`src/rtl/quad_pkg.sv`:
```
// Shared encodings for the quadrature decoder: A/B phase codes, FSM states, direction.
// No timing of its own; holds constants and one pure function.
// No flow control; nothing here is clocked.
package quad_pkg;

    // Phase codes, written as {A,B}
    localparam logic [1:0] PH_00 = 2'b00;
    localparam logic [1:0] PH_10 = 2'b10;
    localparam logic [1:0] PH_11 = 2'b11;
    localparam logic [1:0] PH_01 = 2'b01;

    localparam logic DIR_UP   = 1'b1;
    localparam logic DIR_DOWN = 1'b0;

    typedef enum logic {
        ST_PRIME = 1'b0,
        ST_RUN   = 1'b1
    } state_t;

    // Successor of a phase in the forward rotation 00->10->11->01->00.
    // A step backwards is recognised as next_up(cur) == prev.
    function automatic logic [1:0] next_up(input logic [1:0] ph);
        logic [1:0] nx;
        case (ph)
            PH_00:   nx = PH_10;
            PH_10:   nx = PH_11;
            PH_11:   nx = PH_01;
            default: nx = PH_00;
        endcase
        return nx;
    endfunction

endpackage

```
`src/rtl/sync_ff.sv`:
```
// Single-bit multi-flop synchroniser for an asynchronous input pin.
// Latency: STAGES clk edges from pin to q_o.
// No backpressure; samples every cycle.
// Ports: clk, rst (sync, active-high, clears chain to 0), d_i async in, q_o synchronised out.
module sync_ff #(
    parameter int STAGES = 2
) (
    input  logic clk,
    input  logic rst,
    input  logic d_i,
    output logic q_o
);

    logic [STAGES-1:0] chain_q;

    always_ff @(posedge clk) begin
        if (rst) begin
            chain_q <= '0;
        end else begin
            chain_q <= {chain_q[STAGES-2:0], d_i};
        end
    end

    assign q_o = chain_q[STAGES-1];

endmodule

```
`src/rtl/quad_decoder.sv`:
```
// x4 quadrature decoder: synchronised A/B edges drive an N-bit wrap-around up/down count.
// Latency: pin edge sampled at clk edge k shows on Q/step after edge k+SYNC_STAGES.
// No backpressure; en gates counting only, phase tracking never stalls.
// Ports: clk, rst (sync active-high), en, clr, a_in/b_in async encoder phases;
//        Q count, dir last legal direction, step 1-cycle pulse, err sticky illegal-edge flag,
//        tc_up (Q all ones), tc_down (Q zero).
module quad_decoder
    import quad_pkg::*;
#(
    parameter int N           = 8,
    parameter int SYNC_STAGES = 2
) (
    input  logic         clk,
    input  logic         rst,
    input  logic         en,
    input  logic         clr,
    input  logic         a_in,
    input  logic         b_in,
    output logic [N-1:0] Q,
    output logic         dir,
    output logic         step,
    output logic         err,
    output logic         tc_up,
    output logic         tc_down
);

    localparam int             CW         = $clog2(SYNC_STAGES + 1);
    localparam logic [CW-1:0]  PRIME_LAST = CW'(SYNC_STAGES);
    localparam logic [CW-1:0]  CNT_ONE    = CW'(1);
    localparam logic [N-1:0]   ONE        = N'(1);

    logic a_s;
    logic b_s;

    sync_ff #(.STAGES(SYNC_STAGES)) u_sync_a (
        .clk (clk),
        .rst (rst),
        .d_i (a_in),
        .q_o (a_s)
    );

    sync_ff #(.STAGES(SYNC_STAGES)) u_sync_b (
        .clk (clk),
        .rst (rst),
        .d_i (b_in),
        .q_o (b_s)
    );

    state_t        state_q;
    logic [CW-1:0] prime_cnt_q;
    logic [1:0]    prev_q;
    logic [N-1:0]  q_q;
    logic          dir_q;
    logic          step_q;
    logic          err_q;

    // Transition decode against the previously seen phase
    logic [1:0] cur_d;
    logic       up_d;
    logic       dn_d;
    logic       bad_d;

    always_comb begin
        cur_d = {a_s, b_s};
        up_d  = (next_up(prev_q) == cur_d);
        dn_d  = (next_up(cur_d) == prev_q);
        bad_d = ((cur_d ^ prev_q) == 2'b11);
    end

    always_ff @(posedge clk) begin
        if (rst) begin
            state_q     <= ST_PRIME;
            prime_cnt_q <= '0;
            prev_q      <= PH_00;
            q_q         <= '0;
            dir_q       <= DIR_DOWN;
            step_q      <= 1'b0;
            err_q       <= 1'b0;
        end else begin
            step_q <= 1'b0;
            case (state_q)
                // Wait until the synchroniser chains hold real pin values, then
                // adopt them as the reference so a power-up mismatch is not an edge.
                ST_PRIME: begin
                    if (prime_cnt_q == PRIME_LAST) begin
                        prev_q  <= cur_d;
                        state_q <= ST_RUN;
                    end else begin
                        prime_cnt_q <= prime_cnt_q + CNT_ONE;
                    end
                end
                ST_RUN: begin
                    // prev always follows the pins, so disabled periods and illegal
                    // jumps never leave a backlog of counts.
                    prev_q <= cur_d;
                    if (bad_d) begin
                        err_q <= 1'b1;
                    end
                    if (en && (up_d || dn_d)) begin
                        q_q    <= up_d ? (q_q + ONE) : (q_q - ONE);
                        dir_q  <= up_d ? DIR_UP : DIR_DOWN;
                        step_q <= 1'b1;
                    end
                end
                default: state_q <= ST_PRIME;
            endcase
            // Clear wins over a step landing in the same cycle
            if (clr) begin
                q_q    <= '0;
                err_q  <= 1'b0;
                step_q <= 1'b0;
            end
        end
    end

    assign Q       = q_q;
    assign dir     = dir_q;
    assign step    = step_q;
    assign err     = err_q;
    assign tc_up   = &q_q;
    assign tc_down = (q_q == '0);

endmodule

```
`config.mk`:
```
export PLATFORM = sky130hd
export DESIGN_NAME = quad_decoder
export DESIGN_NICKNAME = d
export VERILOG_FILES = /design/src/rtl/quad_pkg.sv /design/src/rtl/sync_ff.sv /design/src/rtl/quad_decoder.sv
export SDC_FILE = /design/constraint.sdc
export NUM_CORES = 1
export LEC_CHECK = 0
export CAP_MARGIN = 15
export CELL_PAD_IN_SITES_DETAIL_PLACEMENT = 2
export CELL_PAD_IN_SITES_GLOBAL_PLACEMENT = 2
export CORE_MARGIN = 4
export CORE_UTILIZATION = 32
export DETAILED_ROUTE_END_ITERATION = 10
export PLACE_DENSITY_LB_ADDON = 0.1
export SLEW_MARGIN = 30
export SYNTH_ARGS = -nofsm -noshare
export SYNTH_HDL_FRONTEND = slang
export SYNTH_SLANG_ARGS = --single-unit
```
`constraint.sdc`:
```
create_clock -name clk -period 3.5 [get_ports clk]
set_input_delay 0.7 -clock clk [delete_from_list [all_inputs] [get_ports clk]]
set_output_delay 0.7 -clock clk [all_outputs]
set_load 0.01 [all_outputs]
```
==> results by group <==
Synth
  – Compound-cell area share of the yosys netlist: 0.148
  – Gate Count Post-Synth: 115
  – Post-Synth Adder-Cell Area: 0.105
  – Synth top area cells: dfxtp_1, ha_1, nor2_1, xnor2_1, a21oi_1
  – Post-synthesis async set-or-reset flop share: 0
  – Yosys warnings: 0
  – Post-synth EDFFs: 0
  – Yosys reg bits: 20
  – Post-synth top area share: 0.390
  – Area leader, netlist: dfxtp_1
  – XOR/XNOR Fraction of Synth Area: 0.0939
  – Sequential fraction of the synthesis area: 0.390
  – Mux contribution to synthesized area: 0.0390
  – Syn Area/Cell: 8.92 um2
  – Synth Flop Type: dfxtp_1
  – Largest family of logic cells by synthesized area: simple AND/OR/NAND/NOR gates
  – Library cells used by synthesis: 29
  – Synthesized net count: 129
  – Post-Synth Simple-Gate Area: 0.213
  – Synthesized area: 1030 um2

Pwr
  – Switch Pwr: 0.168 mW
  – VDD IR max: 0.209 mV
  – Comb power frac: 0.226
  – Tot Pwr: 0.588 mW
  – Int Pwr: ~0.42 mW
  – Clock share of power: 0.326
  – Net Sw Frac: 0.285
  – Lkg Pwr: 0.488 nW
  – Sequential share of power: 0.448
  – Power Density: around 450 nW/um2

Timing
  – Setup violations, final: 0
  – RSZ-0062 raised after global routing: false
  – Fin crit share: 0.741
  – Layout Skew: 0.00931 ns
  – Slew Viols, Final: 0
  – Final min period: 2.59 ns
  – Slew @ Worst Pin: 0.428 ns
  – WHS: 0.458 ns
  – TNS Setup: 0 ns
  – FMAX: 385 MHz
  – Final hold vios: 0
  – Slew headroom: 0.714

Global routing
  – Initial antenna violation count: 0
  – Vias in the first global route: around 940
  – GRT overflow: 0
  – Largest net degree at the start of global routing: 14
  – First-pass GRT wire length: 4340 um
  – Total GRT Usage: 0.135

Place
  – Post-DP HPWL: 2070 um
  – Port Buffers: 18
  – RePlAce Congestion: 0.714

Clocking
  – Root buffer cell: clkbuf_4
  – Post-cts sizing count: 0
  – TritonCTS clock tree: built
  – # Post-CTS Setup Buffers: 0
  – CTS H-tree lvls: 1
  – Clk buf depth: 2
  – Cts bufs inserted: 3
  – Clk sink count: 20
  – Worst skew pair latency: 0.31 ns
  – Clock transition at the registers of the reported paths: 0.12 ns
  – Hold buffers post-CTS: 0

Floorplan
  – Rows: 20
  – Core ar.: 3050 um2
  – Die Ht: roughly 65 um
  – Initial Util: 0.336
  – I/O pins: 19
  – Die X: 64.6 um
  – Die area: 4180 um2

Detailed routing
  – Vias: 898
  – Post-Route WL: roughly 2500 um
  – Drt initial violations: 19
  – Routed len/inst: 14.2 um
  – ANT nets after route: 0
  – DRC: 0
  – DR vias/cell: 5.02
  – Detailed-router iteration count before antenna repair: 3

Cells and area
  – Storage cell area: 400 um2
  – Nets: 150
  – Commonest non-fill, non-tap cell in the layout: dfxtp_1
  – Fillers: 354
  – Commonest non-fill, non-tap cells in the layout: dfxtp_1, clkdlybuf4s50_1, nor2_1
  – Area Growth Syn to Fin: 27.3%
  – Layout cells sized above 1: 0.0593
  – ANT cells: 0
  – Multi-input gate area: 614 um2

Worst setup path
  – Worst EP arrival: 2.84 ns
  – WP data required: 3.74 ns
  – Worst Path Max Fanout: 8
  – CP Launch Type: flop
  – Worst setup EP type: flop
  – Crit path kind: reg2reg

Worst hold path
  – Hold crit path type: reg2reg

Flow run
  – Maxcap violations: 0

Status
  – Status: completed
## worst paths after layout
path                             startpoint  cells after the start  slack, ns                              to
min reg2reg  u_sync_a.chain_q[0]$_SDFF_PP0_                      1       0.46  u_sync_a.chain_q[1]$_SDFF_PP0_
max reg2reg          prev_q[0]$_SDFFE_PP0N_                      8       0.91               Q[7]$_SDFFE_PP0P_
min          u_sync_a.chain_q[0]$_SDFF_PP0_                      1       0.46  u_sync_a.chain_q[1]$_SDFF_PP0_
max                  prev_q[0]$_SDFFE_PP0N_                      8       0.91               Q[7]$_SDFFE_PP0P_
## critical path: stages, from the launching register on
cell and delay (ns):
dfxtp_1 0.41, xor2_1 0.30, nand2_1 0.31, ha_1 0.44, a21oi_1 0.26, a211oi_1 0.13, or3_1 0.38, o31ai_1 0.09
mux2i_1 0.21
## synthesized netlist by cell type (2+ instances only)
| library cell | n |
|---|---|
| ha_1 | 7 |
| dfxtp_1 | 20 |
| a211oi_1 | 4 |
| o21ai_0 | 6 |
| nand2_1 | 10 |
| xnor2_1 | 6 |
| or3_1 | 3 |
| mux2i_1 | 4 |
| clkbuf_1 | 2 |
| xor2_1 | 5 |
| nor2b_1 | 5 |
| nand4_1 | 3 |
| a21oi_1 | 9 |
| nor2_1 | 15 |
| or4_1 | 2 |
## metrics by stage
stage | util | instances | cell area (um2) | setup slack (ns)
global route | 0.428 | 179 | 1310 | 0.652
finish | 0.428 | 179 | 1310 | 0.905
floorplan | - | 115 | 1030 | 1.24
CTS | 0.428 | 179 | 1310 | 0.884
detailed placement | 0.411 | 175 | 1250 | 0.905
global placement | 0.411 | 175 | 1250 | 1.06
## state kept, by name, indices dropped and copies added (netlist names)
register,count
dir,1
state_q,1
u_sync_b.chain_q,2
prev_q,2
Q,8
step,1
err,1
u_sync_a.chain_q,2
prime_cnt_q,2
## metal layers
layer  GRT usage  vias to the layer above  wire length [um]
met4      0.0475                        0                33
met1       0.151                      439              1070
li1            -                      445                 -
met5           0                        -                 0
met3      0.0277                        4                60
met2       0.250                       10              1370
## power groups by stage
stage / Combinational [mW] / Clock [mW] / Sequential [mW]
after floorplan: 0.0970 / 0 / 0.266
after CTS: 0.136 / 0.199 / 0.264
after global routing: 0.150 / 0.210 / 0.268
final: 0.133 / 0.192 / 0.263
after global placement: 0.129 / 0 / 0.268
after detailed placement: 0.135 / 0 / 0.269
## logic make-up (layout without fill, tap and decap cells)
kind of cell | after synthesis | in the layout
DFF | 20 | 20
muxes | 4 | 4
xor gates and xnor gates | 11 | 11
buffers and inverters | 3 | 23
and+or+nand+nor | 44 | 44
AOI/OAI and AO/OA | 25 | 25
adders and majority gates | 8 | 8
## area by class of cell
cell class | count | share of cell area
Clock buffer | 3 | 0.0172
Clock inverter | 1 | 0.0230
Inverter | 1 | 0.00287
Multi-Input combinational cell | 92 | 0.470
Sequential cell | 20 | 0.307
Tap cell | 44 | 0.0421
Timing Repair Buffer | 18 | 0.138
Note: power is estimated with default switching activity, not from simulation.
==> variant (same flow settings) <==
Set the parameter `N` to 7 (it was 8).
--- a/src/rtl/quad_decoder.sv
+++ b/src/rtl/quad_decoder.sv
@@ -7,7 +7,7 @@
 module quad_decoder
     import quad_pkg::*;
 #(
-    parameter int N           = 8,
+    parameter int N           = 7,
     parameter int SYNC_STAGES = 2
 ) (
     input  logic         clk,
Ports: changed (resized Q); port bits go from 19 to 18. The function was not compared with the original's and may differ.
==> variant against the original RTL <==
Cell area decreased by 1.7%; synthesized area increased by 2.1%; via count increased by 2.1%; worst setup slack lost 0.074 ns; sequential cell count is 1 lower; wire length grew 15%; power down 13%; sequential power shrank 4%; critical path type is now register to output pin; largest cell class unchanged; highest routed layer unchanged.
==> variant: results (changes against the original RTL) <==
stage	metric	value	unit	change
outcome	status	completed		unchanged
detailed_routing	final wirelength	2.91	mm	was 2.53 mm
power	P_sw	0.176	mW	was 0.168 mW
clock_network	Num CTS Buffers	3		unchanged
clock_network	Root Buffer	clkbuf_4		unchanged
grt	GRT Util Overall	15.5	%	was 13.5%
placed_design	Inst Count DP	172		was 175
power	LEAKAGE	0.477	nW	was 0.488 nW
clock_network	Max clock buf depth	2		unchanged
critical_path	Crit-path slowest cell	clkdlybuf4s50_1		was ha_1
placed_design	IO buf count	17		was 18
placed_design	placed cell area	1260	um2	was 1250 um2
grt	global-route wire length before repair	5.10	mm	was 4.34 mm
clock_network	# Post-CTS Setup Buffers	0		unchanged
detailed_routing	drt first pass iters	4		was 3
cells_and_area	nets	147		was 150
clock_network	Worst-Skew Late Latency	0.30	ns	
grt	vias in the first global route	1005		was 944
power	Peak supply drop	0.000201	V	was 0.000209 V
min_path	worst hold start	u_sync_b.chain_q[0]		was u_sync_a.chain_q[0]
yosys	Synth Flop Type	dfxtp_1		unchanged
yosys	Seq/Total Area, Yosys	36.3	%	was 39.0%
critical_path	crit path max fanout	5		was 8
cells_and_area	ratio of cells with drive above 1 in the final layout	6.06	%	was 5.93%
grt	met3 usage	1.71	%	was 2.77%
clock_network	Post-CTS Resized	0		unchanged
power	Clk pwr share	22.3	%	was 32.6%
cells_and_area	Post-Layout Cell Count	176		was 179
timing	Max-slew headroom	65.7	%	was 71.4%
critical_path	Worst Setup SP	Q[2]		was prev_q[0]
yosys	asr flop ratio synth	0	%	unchanged
placed_design	routability cong.	0.768		was 0.714
critical_path	Reg-to-Reg Start	prev_q[0]		unchanged
yosys	post-synth cell types	38		was 29
critical_path	Crit path largest cell delay	0.58	ns	was 0.44 ns
detailed_routing	starting DRC count in detailed routing	35		was 19
timing	Worst Skew	0.00390	ns	was 0.00931 ns
grt	routing usage on met2	26.7	%	was 25.0%
grt	GR met1 Demand/Resource	20.3	%	was 15.1%
yosys	Syn. warnings	0		unchanged
critical_path	crit path DAT	1.97	ns	was 2.84 ns
clock_network	clock-pin slew on the worst setup and hold paths	0.11	ns	
yosys	largest cells by area after synthesis	dfxtp_1 (36%), ha_1 (8.4%), xnor2_1 (5.0%)		was dfxtp_1 (39%), ha_1 (8.5%), nor2_1 (5.5%)
cells_and_area	Ant. Diodes	0		unchanged
yosys	Avg Cell Area, Syn	9.11	um2	was 8.92 um2
critical_path	CP delay by family, top	simple AND/OR/NAND/NOR gates		unchanged
cells_and_area	max reg flops	7		was 8
power	total chip power	0.511	mW	was 0.588 mW
power	Comb pwr share	28.2	%	was 22.6%
detailed_routing	via count	917		was 898
grt	initial antenna violation count	0		unchanged
timing	# setup viols final	0		unchanged
clock_network	H-tree depth	1		unchanged
yosys	Mapped Nets	129		unchanged
placed_design	DP Wirelength	2.32	mm	was 2.07 mm
yosys	Synth top cells by count	dfxtp_1 (19), nor2_1 (9), a21oi_1 (8)		was dfxtp_1 (20), nor2_1 (15), nand2_1 (10)
grt	largest net degree at the start of global routing	14		unchanged
[variant: changes by cell type after synthesis, sizes merged, moves of 3 or more]
cell / unedited run / this run
mux2i: 4 / 0
a211o: 0 / 3
nor2: 16 / 9
nand2: 11 / 6
nand3: 1 / 4
[variant: cells by family after synthesis]
logic type      share of synthesized area (%)
fa+ha+maj                                10.3
xor+xnor                                 9.80
flops                                    36.3
compound gates                           23.7
simple gates                             17.7
buf+inv                                  2.27
[variant: worst register-to-register path, delay by kind of cell (launching register included)]
family / cells / cell delay [ns]
DFF: 1 / 0.46
AOI/OAI and AO/OA: 4 / 1.05
xor gates and xnor gates: 1 / 0.29
adders and majority gates: 1 / 0.37
and+or+nand+nor: 1 / 0.26
[variant: stage by stage]
stage,worst slack [ns],hold WS (ns)
floorplan,1.34,0.414
global placement,0.964,0.428
detailed placement,0.893,0.433
CTS,0.810,0.459
global route,0.635,0.474
finish,0.831,0.453
[variant: layout make-up]
type / instances / area (um2)
Multi-Input combinational cell: 90 / 643
Inverter: 2 / 7.51
Sequential cell: 19 / 380
Clock buffer: 3 / 22.5
Fill cell: 367 / 1820
Timing Repair Buffer: 17 / 170
Clock inverter: 1 / 5.00
Tap cell: 44 / 55.1
[variant: path summary, 6_finish.rpt]
path	end	slack [ns]	depth (start not counted)
hold / removal	u_sync_b.chain_q[1]	0.45	1
hold reg to reg	u_sync_b.chain_q[1]	0.45	1
setup / recovery	tc_down	0.83	3
setup reg to reg	Q[5]	1.02	7
[variant: routing by layer]
layer	part of all wire (%)	wire length [um]	up-vias
met5	0	0	-
met4	1.1	31	0
met3	2.6	77	4
met2	49	1430	15
met1	47	1370	441
li1	-	-	457
